[src/rtl/aes_kat_pkg.sv]
// Shared types and constants for the AES-128 known-answer-test sequencer.
package aes_kat_pkg;

    localparam int AES_BLK_W = 128;

    typedef enum logic [2:0] {
        ST_IDLE,
        ST_FETCH,
        ST_LOAD,
        ST_WAIT_DONE,
        ST_CHECK,
        ST_GAP,
        ST_DONE
    } kat_state_t;

    typedef struct packed {
        logic [AES_BLK_W-1:0] key;
        logic [AES_BLK_W-1:0] pt;
        logic [AES_BLK_W-1:0] ct;
    } kat_vec_t;

endpackage

[src/rtl/aes_kat_sequencer.sv]
// Built-in self-test sequencer: runs ROM vectors through an AES-128 core and
// accumulates pass/fail statistics with timeout and stop-on-fail support.
module aes_kat_sequencer
    import aes_kat_pkg::*;
#(
    parameter int NUM_VECTORS    = 4,
    parameter int TIMEOUT_CYCLES = 64,
    parameter int GAP_CYCLES     = 4,
    parameter int IDX_W          = (NUM_VECTORS > 1) ? $clog2(NUM_VECTORS) : 1,
    parameter int CNT_W          = $clog2(NUM_VECTORS + 1)
) (
    input  logic                 clk,
    input  logic                 rst,
    input  logic                 start,
    input  logic                 stop_on_fail,
    output logic [IDX_W-1:0]     vec_addr,
    input  logic [AES_BLK_W-1:0] vec_key,
    input  logic [AES_BLK_W-1:0] vec_pt,
    input  logic [AES_BLK_W-1:0] vec_ct,
    output logic                 dut_ld,
    output logic [AES_BLK_W-1:0] dut_key,
    output logic [AES_BLK_W-1:0] dut_text_in,
    input  logic [AES_BLK_W-1:0] dut_text_out,
    input  logic                 dut_done,
    output logic                 busy,
    output logic                 finished,
    output logic                 all_pass,
    output logic [CNT_W-1:0]     pass_count,
    output logic [CNT_W-1:0]     fail_count,
    output logic                 any_fail,
    output logic [IDX_W-1:0]     first_fail_idx,
    output logic                 timeout_seen
);

    localparam int TMO_W = $clog2(TIMEOUT_CYCLES + 1);
    localparam int GAP_W = (GAP_CYCLES > 1) ? $clog2(GAP_CYCLES) : 1;

    localparam logic [IDX_W-1:0] LAST_IDX = IDX_W'(NUM_VECTORS - 1);
    localparam logic [TMO_W-1:0] TMO_LAST = TMO_W'(TIMEOUT_CYCLES - 1);
    localparam logic [GAP_W-1:0] GAP_LAST = GAP_W'(GAP_CYCLES - 1);

    kat_state_t           state;
    kat_state_t           state_d;
    logic [AES_BLK_W-1:0] exp_r;
    logic [AES_BLK_W-1:0] res_r;
    logic [TMO_W-1:0]     tmo_cnt;
    logic                 tmo_r;
    logic [GAP_W-1:0]     gap_cnt;
    logic                 sof_r;

    logic done_ok;
    logic tmo_hit;
    logic vec_pass;
    logic last_vec;
    logic ld_d;
    logic busy_d;
    logic fin_d;

    // dut_ld is high exactly in the first WAIT_DONE cycle, so it doubles as
    // the "ignore dut_done this cycle" qualifier.
    assign done_ok  = (state == ST_WAIT_DONE) && !dut_ld && dut_done;
    assign tmo_hit  = (state == ST_WAIT_DONE) && !done_ok && (tmo_cnt == TMO_LAST);
    assign vec_pass = !tmo_r && (res_r == exp_r);
    assign last_vec = (vec_addr == LAST_IDX);

    always_ff @(posedge clk) begin
        if (rst) begin
            state <= ST_IDLE;
        end else begin
            state <= state_d;
        end
    end

    always_comb begin
        state_d = state;
        case (state)
            ST_IDLE, ST_DONE: begin
                if (start) state_d = ST_FETCH;
            end
            ST_FETCH:     state_d = ST_LOAD;
            ST_LOAD:      state_d = ST_WAIT_DONE;
            ST_WAIT_DONE: begin
                if (done_ok || tmo_hit) state_d = ST_CHECK;
            end
            ST_CHECK: begin
                if (last_vec || (!vec_pass && sof_r)) state_d = ST_DONE;
                else if (GAP_CYCLES == 0)             state_d = ST_FETCH;
                else                                  state_d = ST_GAP;
            end
            ST_GAP: begin
                if (gap_cnt == GAP_LAST) state_d = ST_FETCH;
            end
            default:      state_d = ST_IDLE;
        endcase
    end

    always_comb begin
        ld_d   = (state == ST_LOAD);
        busy_d = (state_d != ST_IDLE) && (state_d != ST_DONE);
        fin_d  = (state_d == ST_DONE);
    end

    always_ff @(posedge clk) begin
        if (rst) begin
            vec_addr       <= '0;
            dut_ld         <= 1'b0;
            dut_key        <= '0;
            dut_text_in    <= '0;
            busy           <= 1'b0;
            finished       <= 1'b0;
            all_pass       <= 1'b0;
            pass_count     <= '0;
            fail_count     <= '0;
            any_fail       <= 1'b0;
            first_fail_idx <= '0;
            timeout_seen   <= 1'b0;
            exp_r          <= '0;
            res_r          <= '0;
            tmo_cnt        <= '0;
            tmo_r          <= 1'b0;
            gap_cnt        <= '0;
            sof_r          <= 1'b0;
        end else begin
            dut_ld   <= ld_d;
            busy     <= busy_d;
            finished <= fin_d;
            case (state)
                ST_IDLE, ST_DONE: begin
                    if (start) begin
                        vec_addr       <= '0;
                        all_pass       <= 1'b0;
                        pass_count     <= '0;
                        fail_count     <= '0;
                        any_fail       <= 1'b0;
                        first_fail_idx <= '0;
                        timeout_seen   <= 1'b0;
                        sof_r          <= stop_on_fail;
                    end
                end
                ST_LOAD: begin
                    dut_key     <= vec_key;
                    dut_text_in <= vec_pt;
                    exp_r       <= vec_ct;
                    tmo_cnt     <= '0;
                    tmo_r       <= 1'b0;
                end
                ST_WAIT_DONE: begin
                    tmo_cnt <= tmo_cnt + TMO_W'(1);
                    if (done_ok) begin
                        res_r <= dut_text_out;
                    end else if (tmo_hit) begin
                        tmo_r        <= 1'b1;
                        timeout_seen <= 1'b1;
                    end
                end
                ST_CHECK: begin
                    if (vec_pass) begin
                        pass_count <= pass_count + CNT_W'(1);
                    end else begin
                        fail_count <= fail_count + CNT_W'(1);
                        if (!any_fail) begin
                            any_fail       <= 1'b1;
                            first_fail_idx <= vec_addr;
                        end
                    end
                    if (state_d == ST_DONE) begin
                        all_pass <= vec_pass && (fail_count == '0) && last_vec;
                    end else begin
                        vec_addr <= vec_addr + IDX_W'(1);
                        gap_cnt  <= '0;
                    end
                end
                ST_GAP: begin
                    gap_cnt <= gap_cnt + GAP_W'(1);
                end
                default: ;
            endcase
        end
    end

endmodule

[config.mk]
export PLATFORM = sky130hd
export DESIGN_NAME = aes_kat_sequencer
export DESIGN_NICKNAME = d
export VERILOG_FILES = /design/src/rtl/aes_kat_pkg.sv /design/src/rtl/aes_kat_sequencer.sv
export SDC_FILE = /design/constraint.sdc
export NUM_CORES = 1
export LEC_CHECK = 0
export BUFFER_PORTS_ARGS = -buffer_cell sky130_fd_sc_hd__buf_2
export CORE_AREA = 2 2 309 311
export DETAILED_ROUTE_END_ITERATION = 10
export DIE_AREA = 0 0 311 313
export GPL_TIMING_DRIVEN = 0
export MAX_ROUTING_LAYER = met4
export REMOVE_ABC_BUFFERS = 1
export SLEW_MARGIN = 10
export SYNTH_ARGS = -nofsm -noshare
export SYNTH_HDL_FRONTEND = slang
export SYNTH_SLANG_ARGS = --single-unit
[constraint.sdc]
create_clock -name clk -period 3.5 [get_ports clk]
set_input_delay 0.175 -clock clk [delete_from_list [all_inputs] [get_ports clk]]
set_output_delay 0.175 -clock clk [all_outputs]
set_load 0.1 [all_outputs]
Yosys cells after proc, flatten, opt, wreduce, memory -nomap -nowiden
Cells that the tools add are included.
{ "classes": {"add_sub_neg": 5, "multipliers": 0, "div_mod_pow": 0, "magnitude_cmp": 0, "n_eq_ne": 20, "shift": 0, "n_mux": 28, "bitwise": 0, "n_reduce_logical": 33} }
{ "op_table": {"columns": ["cell", "n"], "rows": [
  ["$eq A128 B128 Y1", 1],
  ["$mux W3", 6],
  ["$pmux W3 S6", 1],
  ["$ne A2 B2 Y1 const B", 8],
  ["$reduce_and A3 Y1", 5],
  ["$pmux W7 S2", 1],
  ["$eq A3 B3 Y1 const B", 4],
  ["$mux W2", 6],
  ["$pmux W2 S2", 3],
  ["$pmux W3 S2", 2],
  ["$logic_and A1 B1 Y1", 9],
  ["$pmux W1 S2", 4],
  ["$reduce_and A4 Y1", 2],
  ["$reduce_bool A2 Y1", 4],
  ["$add A7 B1 Y7 const B", 1],
  ["$eq A7 B6 Y1 const B", 1],
  ["$add A3 B1 Y3 const B", 2],
  ["$eq A3 B2 Y1 const B", 2],
  ["$logic_not A3 Y1", 2],
  ["$reduce_and A2 Y1", 3],
  ["$mux W1", 5],
  ["$add A2 B1 Y2 const B", 2],
  ["$eq A2 B2 Y1 const B", 2],
  ["$logic_not A1 Y1", 4],
  ["5 further kinds", 6]
]} }
{ "word_totals": {"regBits": 542, "latch_bits": 0, "ramBits": 0, "rom_bits": 0, "input_bits": 517, "output_inout_bits": 272, "wordCells": 105, "mem_count": 0} }

Depth between registers and ports, before layout
Gate-level depths: netlist of run 1.
{ "logic_depth": {"depth_word": 12, "mapped_depth": 9, "ltp_nobuf": 8} }

Worst setup path before layout of run 1
OpenSTA, ideal clock, no wires.
{ "synth_path": {"path_type": "register -> register", "startpoint": "register exp_r[1]", "endpoint": "register vec_addr[0]", "setup_time_ps": 123, "t_arrival_ps": 2379, "required_time_ps": 3377, "path_slack_ps": 997, "path_stages_with_launch": 9, "n_path_buf": 0, "cell_sequence": "dfxtp_1 > nor2b_1 > a2111o_1 > nor4_1 > nand4_1 > or4_4 > o31a_1 > nor2_4 > mux2_1"} }
{ "synth_between": {"elab_chain_len": 10} }
{ "synth_lines": {"columns": ["element", "line", "source"], "rows": [
  ["from (decl)", "aes_kat_sequencer.sv:44", "logic [AES_BLK_W-1:0] exp_r;"],
  ["from (signal assigned)", "aes_kat_sequencer.sv:143", "exp_r <= vec_ct;"],
  ["$eq A128 B128 Y1", "aes_kat_sequencer.sv:63", "assign vec_pass = !tmo_r && (res_r == exp_r);"],
  ["$logic_and A1 B1 Y1", "aes_kat_sequencer.sv:63", null],
  ["$logic_not A1 Y1", "aes_kat_sequencer.sv:86", "if (last_vec || (!vec_pass && sof_r)) state_d = ST_DONE;"],
  ["$logic_and A1 B1 Y1", "aes_kat_sequencer.sv:86", null],
  ["$logic_or A1 B1 Y1", "aes_kat_sequencer.sv:86", null],
  ["$mux W2", "aes_kat_sequencer.sv:86", null],
  ["$pmux W3 S6", "aes_kat_sequencer.sv:76", "case (state)"],
  ["$eq A3 B3 Y1", "aes_kat_sequencer.sv:166", "if (state_d == ST_DONE) begin"],
  ["$ne A2 B2 Y1 (no line)", null, null],
  ["$reduce_and A3 Y1 (no line)", null, null],
  ["to (signal assigned)", "aes_kat_sequencer.sv:169", "vec_addr <= vec_addr + IDX_W'(1);"],
  ["to (decl)", "aes_kat_sequencer.sv:16", "output logic [IDX_W-1:0] vec_addr,"]
]} }
No other way between the ends.
A chain may end at the register's enable or synchronous reset.

Worst setup path in the final report of run 1
{ "layout_path": {"startpoint": "register exp_r[50]", "endpoint": "register vec_addr[0]"} }
The elaborated chain is that of the path after synthesis.

==> run metrics, run 1 <==
clock latency at the later pin of the worst-skew pair 630 ps; Leak 13.8 nW; io pins around 790; Area Overhead vs Synth 66.9%; largest net degree at the start of global routing 133; CP max-delay cell or4_4; clk buf depth 3; Nets around 4400; DP HPWL 61.0 mm; post-synthesis cell count 2617; CP Data Required Time 3990 ps; Seq cells post-synth 542; die area 97300 um2; Tcrit/Tclk final 92.6%; Post-synth EDFFs 0; final RePlAce weighted congestion 0.866; DRC viols 0; maximum vdd drop 0.414 mV; Syn Area/Cell 7.78 um2; per-cell routed wire length roughly 17 um; Worst-Margin Slew around 950 ps; clk_skew around 29 ps; post-synthesis sequential area ratio about 53%; part of the power in the clock network 45.3%; sw frac 26.7%; via count 22700; drt total wl between 80 and 90 mm; Hold Crit Class in -> reg; htree depth 3; Port Buffers 788; sequential share of power approximately two fifths; antenna violations before repair 37; Max-slew headroom 36.2%; Cell Pwr Density approximately 460 nW/um2; Rows 113; Crit path largest cell delay approximately 520 ps; most common cell after layout, fill and taps aside nand2_1; kind of critical path reg -> reg; dominant synthesized flop cell dfxtp_1; layout cells sized above 1 23.9%; starting density of the core a little over a fifth; mapped cell area 20300 um2; Fmax 0.308 GHz; Slew Limit Fails 0; Hold Slack 115 ps; vias per cell 4.33; Final Setup Violations 0; max-cap violation count 0; antenna viol nets, final 0; Syn. warnings 0; Pint 0.0115 W; post-CTS setup buffer count 0; Period minus WS final 3240 ps; Placed Cells 4536; worst path cell trace nor2b_1 -> a2111o_1 -> nor4_2 -> nand4_1 -> or4_4 -> o31a_1 -> nor2_4 -> mux2_1; root buf cell clkbuf_16; most frequent cells in the layout nand2_1, buf_2, dlygate4sd3_1; clock transition at the registers of the reported paths approximately 60 ps; CP top delay family simple AND/OR/NAND/NOR gates; RSZ-0062 raised after global routing no; clk sinks 542; die width 311 um; NetSw 0.00419 W; CTS tree built; Buf+Inv Stages, Crit Path 0; Non-Filler Instances 5248; vias in the first global route 22800; Setup crit end kind flip-flop; gr ovfl total 0; final core utilization approximately 36%; Async S/R FF share, synth 0%; synth unique cells 53; Pre-antenna DRT Iters 8; core area 94200 um2; Startpoint Class flip-flop; CP Max Fanout 5; Die Ht 313 um; status completed; WP data arrival 3730 ps; Combinational Power Share 14.0%; Num CTS Buffers 66; global-route wire length before repair 131 mm; All-Layer GR Usage 17.8%; final number of hold-violating endpoints 0; Initial DRC Count 1552
## flip-flops by register name (all words and copies together) (netlist names)
| name | flops |
|---|---|
| all_pass | 1 |
| any_fail | 1 |
| busy | 1 |
| dut_key | 128 |
| dut_ld | 1 |
| dut_text_in | 128 |
| exp_r | 128 |
| fail_count | 3 |
| finished | 1 |
| first_fail_idx | 2 |
| gap_cnt | 2 |
| pass_count | 3 |
| res_r | 128 |
| sof_r | 1 |
| state | 3 |
| timeout_seen | 1 |
| tmo_cnt | 7 |
| tmo_r | 1 |
| vec_addr | 2 |
## path summary, 6_finish.rpt
check | start | endpoint | slack (ps) | cells after the start
hold reg to reg | dut_text_in[1] | dut_text_in[1] | 450 | 2
setup / recovery | exp_r[50] | vec_addr[0] | 260 | 8
hold / removal | dut_done | state[2] | 110 | 4
setup reg to reg | exp_r[50] | vec_addr[0] | 260 | 8
## final cells by class
type                    instances  area (um2)
well taps                    1265        1580
clock inverters                18         280
repair buffers               1393       10300
diodes                         34        85.1
fillers                      9621       60200
multi-input cells            1844        8660
flip-flops and latches        542       10900
clock buffers                  99        1960
inverters                      53         199
## cell usage after synthesis (2+ instances only)
library cell	number	area, um2
a22oi_1	2	15.0
o2bb2ai_1	3	26.3
nor3b_1	2	15.0
o22ai_1	14	87.6
xnor2_1	54	473
nand2b_1	19	119
o41ai_1	6	52.6
a2111oi_0	2	17.5
o21ai_0	4	20.0
or2_2	2	12.5
nand4_1	18	113
nand2_1	1038	3900
o2111ai_1	10	87.6
ha_1	6	75.1
o221ai_1	2	17.5
a21oi_1	523	2620
nor3_1	8	40.0
xor2_1	23	201
clkbuf_1	171	642
nor2b_1	18	113
a31o_1	2	17.5
nor4_1	14	87.6
o21a_1	2	15.0
buf_1	6	22.5
a2111o_1	5	56.3
a221o_1	5	50.1
inv_1	53	199
dfxtp_1	542	10900
or3_1	2	12.5
a221oi_1	5	43.8
nor2_1	27	101
nand3_1	8	40.0
## power groups by stage
stage	clock network (W)	registers [W]	logic, W
after floorplan	0	0.00706	0.000453
after global placement	0	0.00650	0.00178
after detailed placement	0	0.00650	0.00169
after CTS	0.00733	0.00637	0.00220
after global routing	0.00755	0.00638	0.00234
final	0.00710	0.00637	0.00220
## metrics by stage
| step | worst slack [ps] | instance area [um2] | setup TNS (ps) | power (W) |
|---|---|---|---|---|
| 6_report | 257 | 34000 | 0 | 0.0157 |
| 5_1_grt | 11.5 | 34000 | 0 | 0.0163 |
| 4_1_cts | 107 | 33900 | 0 | 0.0159 |
| 3_5_place_dp | -115 | 26000 | -586 | 0.00820 |
| 3_3_place_gp | -21860 | 25200 | -9007200 | 0.00828 |
| 2_1_floorplan | -9290 | 19700 | -4183140 | 0.00751 |
## metal layers
layer  up-vias  wire length [um]  part of all wire (%)  global-route usage, %
met5         -                 0                     0                      -
met4         0              2790                   3.2                   7.38
met3       167              7180                   8.2                   5.84
met2       845             42200                    48                   29.2
met1     10500             35300                    40                   19.8
li1      11200                 -                     -                      -
## cells by family (layout without fill, tap and decap cells)
family | count (synthesis) | after routing | share of synthesized area [%]
AOI/OAI and AO/OA | 594 | 594 | 15.8
xor gates and xnor gates | 77 | 77 | 3.31
adders and majority gates | 6 | 6 | 0.369
buffers and inverters | 231 | 1563 | 4.30
DFF | 542 | 542 | 53.3
muxes | 2 | 2 | 0.105
other | 0 | 34 | 0
and+or+nand+nor | 1165 | 1165 | 22.8
## timing repair
| item | in CTS | in global routing |
|---|---|---|
| resized for setup | 2 | 2 |
| hold buffers | 561 | 0 |
| hold endpoints to repair | 516 | 0 |
| pin swaps | 0 | 0 |
| setup endpoints to repair | 14 | 13 |
## tightest hold or removal path, cell delays in order
cell and delay, ps:
buf_2 110, nor3b_4 160, nor2_1 140, a21oi_1 90
(Power assumes the default switching activity.)
==> run 2, diff against run 1 <==
Settings changed: CAP_MARGIN from default to 10, CORE_AREA 2 2 309 311 to 2 2 303 305, DIE_AREA 0 0 311 313 to 0 0 305 307.
==> run metrics, run 2 (same netlist as run 1, synthesis figures left out) <==
status completed; Leak between 10 and 15 nW; Placed Cells 4456; DP HPWL 60.2 mm; kind of critical path reg -> reg; maximum vdd drop just under 0.5 mV; CP max-delay cell nor4_1; clk_skew 18.0 ps; clk buf depth 3; layout cells sized above 1 about a quarter; via count roughly 23000; CP Data Required Time 4020 ps; antenna violations before repair 37; Slew Limit Fails 0; Pre-antenna DRT Iters 8; Initial DRC Count ~1700; vias in the first global route 22600; per-cell routed wire length 16.9 um; Hold Slack 100 ps; clk sinks 542; root buf cell clkbuf_16; max-cap violation count 0; io pins 789; clock latency at the later pin of the worst-skew pair 640 ps; most frequent cells in the layout nand2_1, buf_2, dlygate4sd3_1; Non-Filler Instances 5148; final number of hold-violating endpoints 0; drt total wl 87.3 mm; Nets 4402; worst path cell trace xor2_1 -> a221o_1 -> nor4_1 -> nand4_1 -> o31a_1 -> nor2_4 -> mux2_1; Fmax between 0.3 and 0.4 GHz; die area 93600 um2; Area Overhead vs Synth 65.1%; Hold Crit Class in -> reg; CP Max Fanout 5; largest net degree at the start of global routing 126; Die Ht about 310 um; global-route wire length before repair about 130 mm; die width 305 um; final RePlAce weighted congestion approximately 0.84; WP data arrival between 3000 and 4000 ps; Num CTS Buffers 61; Worst-Margin Slew 1080 ps; Final Setup Violations 0; Tcrit/Tclk final between 90% and 100%; clock transition at the registers of the reported paths 60 ps; vias per cell between 4 and 5; core area 90700 um2; Startpoint Class flip-flop; Period minus WS final 3230 ps; Cell Pwr Density 458 nW/um2; starting density of the core 22.4%; DRC viols 0; Max-slew headroom 27.2%; All-Layer GR Usage 18.3%; CTS tree built; RSZ-0062 raised after global routing no; gr ovfl total 0; Crit path largest cell delay 880 ps; antenna viol nets, final 0; Rows roughly 110; htree depth 2; most common cell after layout, fill and taps aside nand2_1; Setup crit end kind flip-flop; Port Buffers 788
[run 2: changes by cell type in the layout (fill, tap and decap cells not counted), moves of 2 or more]
cell,delta
clkinvlp_4,+3
buf_12,+2
diode_2,-2
dlygate4sd3_1,-16
clkbuf_1,-4
clkinv_8,-2
clkbuf_8,+2
clkbuf_16,-4
buf_16,-2
clkinv_2,+3
inv_6,-2
[run 2: worst max-delay path: cells and delay by family (launching register included)]
family / cells / cell delay, ps
muxes: 1 / 330
and+or+nand+nor: 3 / 1570
AOI/OAI and AO/OA: 2 / 730
DFF: 1 / 320
xor gates and xnor gates: 1 / 160
[run 2: per-layer routing]
layer  up-vias  routed length (um)  global-route usage (%)
li1      11100                   -                       -
met1     10600               33900                    20.1
met2       907               43000                    30.8
met3       202                6990                    5.39
met4         0                3360                    7.78
met5         -                   0                       -
[run 2: repair_timing]
item,4_1_cts,5_1_grt
buffers inserted,1,0
setup endpoints to repair,29,13
pin swaps,1,0
endpoints found under the hold margin,516,0
gates resized for setup,5,1
hold buffers,545,0
[run 2: worst paths after layout]
kind | end | slack [ps] | depth (start not counted) | from
worst min-delay path | res_r[51] | 100 | 5 | dut_done
worst max register to register | vec_addr[0] | 270 | 7 | res_r[49]
worst max-delay path | vec_addr[0] | 270 | 7 | res_r[49]
worst min register to register | dut_text_in[20] | 450 | 2 | dut_text_in[20]
[run 2: power by group]
group	leakage (nW)	internal, W	switching (W)
registers	4.37	0.00630	0.0000761
clock network	1.05	0.00411	0.00271
logic	8.23	0.000862	0.00133
[run 2: cell type report]
type                    count  area, um2
repair buffers           1377      10200
inverters                  53        199
fillers                  9081      57100
clock inverters            21        277
well taps                1186       1480
flip-flops and latches    542      10900
multi-input cells        1844       8680
clock buffers              93       1870
diodes                     32       80.1
[run 2: per-stage QoR]
step | cell area [um2] | setup TNS, ps | utilization, % | setup WS [ps] | total power, W
6_report | 33600 | 0 | 37.0 | 269 | 0.0154
2_1_floorplan | 19700 | -4183140 | - | -9290 | 0.00751
4_1_cts | 33500 | 0 | 36.9 | 93.3 | 0.0156
3_5_place_dp | 25900 | -6920 | 28.5 | -404 | 0.00819
3_3_place_gp | 25100 | -8898450 | 27.7 | -23050 | 0.00828
5_1_grt | 33600 | 0 | 37.0 | 32.2 | 0.0159
==> run 3, diff against run 2 <==
Settings changed: CORE_AREA 2 2 303 305 to 2 2 310 312, DIE_AREA 0 0 305 307 to 0 0 312 314.
Clock period 3.5 ns to 2.7 ns, I/O delays scaled along.
==> run metrics, run 3 (same netlist as run 1, synthesis figures left out) <==
root buf cell clkbuf_16; CP max-delay cell or4_4; largest net degree at the start of global routing around 130; vias per cell 4.39; core area 94400 um2; Slew Limit Fails 0; Rows roughly 110; Tcrit/Tclk final 109%; Nets 4399; failing checks negative setup slack; clock transition at the registers of the reported paths about 60 ps; via count 22800; per-cell routed wire length 17.1 um; Die Ht 314 um; gr ovfl total 0; Worst-Margin Slew 1140 ps; Fmax 0.339 GHz; Leak 13.7 nW; Pre-antenna DRT Iters 7; vias in the first global route 22900; Hold Crit Class in -> reg; CTS tree built; Non-Filler Instances around 5200; WP data arrival 3440 ps; starting density of the core approximately 22%; DP HPWL ~62 mm; clk sinks 542; die width 312 um; DRC viols 0; Period minus WS final 2950 ps; Num CTS Buffers 66; clk_skew about 26 ps; CP Max Fanout 4; clk buf depth 3; Max-slew headroom a little under a quarter; io pins 789; maximum vdd drop 0.460 mV; Area Overhead vs Synth 66.8%; kind of critical path reg -> reg; Hold Slack 60.3 ps; RSZ-0062 raised after global routing yes; drt total wl between 80 and 90 mm; layout cells sized above 1 25.7%; fillers 9597; final number of hold-violating endpoints 0; Setup crit end kind flip-flop; Placed Cells roughly 4500; worst path cell trace o22ai_1 -> a221oi_1 -> nand4_1 -> or4_4 -> o31a_1 -> nor2_4 -> mux2_4; final RePlAce weighted congestion ~0.86; Crit path largest cell delay 620 ps; setup tns final -2300 ps; Setup WS post-layout -247 ps; max-cap violation count 0; die area 98000 um2; All-Layer GR Usage 17.9%; most frequent cells in the layout nand2_1, buf_2, dfxtp_1; Final Setup Violations 18; Cell Pwr Density just over 600 nW/um2; global-route wire length before repair 133 mm; Tot Pwr 0.0206 W; antenna violations before repair 22; Startpoint Class flip-flop; status finished with violations; FF-to-FF path depth 7; antenna viol nets, final 0; most common cell after layout, fill and taps aside nand2_1; clock latency at the later pin of the worst-skew pair 620 ps; htree depth 3; Port Buffers 788; Hold Crit Depth 5; Initial DRC Count 1640; CP Data Required Time 3190 ps
-- run 3: cell count changes in the layout (fill, tap and decap cells not counted), moves of 6 or more --
cell           before  now
diode_2            32   17
dfxtp_2             0   14
xnor2_2             0    6
dlygate4sd3_1     545  521
buf_4              10   21
dfxtp_1           542  527
xnor2_1            54   46
-- run 3: per-stage QoR --
stage	setup slack (ps)	cell area [um2]	util (%)
finish	-247	33900	35.9
global route	-209	33900	35.9
CTS	-366	33700	35.7
detailed placement	-1070	26000	27.5
global placement	-22410	25200	26.7
floorplan	-10090	19700	-
-- run 3: area by class of cell --
cell class	instances	area, um2	share of cell area (%)
tap	1265	1580	4.66
multi-input combinational	1845	8910	26.2
inverter	53	199	0.586
timing repair buffer	1368	10100	29.6
sequential	542	10900	32.0
clock buffer	90	1890	5.57
antenna	17	42.5	0.125
clock inverter	26	393	1.16
-- run 3: where the power goes --
part           total (W)  leakage, nW  internal, W  switching, W
logic            0.00301         8.20      0.00123       0.00178
clock network    0.00936         1.11      0.00570       0.00366
registers        0.00827         4.38      0.00816      0.000104
-- run 3: worst paths after layout --
path                    start     endpoint  slack, ps
setup reg to reg     exp_r[4]  vec_addr[0]       -250
hold reg to reg   dut_key[72]  dut_key[72]        450
setup / recovery     exp_r[4]  vec_addr[0]       -250
hold / removal       dut_done    res_r[14]         60
-- run 3: worst max-delay path, delay by kind of cell (launching register included) --
family             cells  cell delay, ps
DFF                    1             420
AOI/OAI and AO/OA      3             980
and+or+nand+nor        3            1120
muxes                  1             310
-- run 3: layer usage --
metal  vias up  global-route usage (%)  wire length, um
met3       182                    4.72             6950
li1      11100                       -                -
met4         0                    6.86             2920
met2       900                    30.1            44000
met1     10700                    20.3            35300
met5         -                       -                0
-- run 3: what timing repair did --
item,in CTS,in global routing
buffers inserted,11,8
gates resized for setup,40,23
hold buffers,521,0
pin swaps,19,19
endpoints found under the setup margin,160,79
gates cloned,1,0
endpoints found under the hold margin,517,0
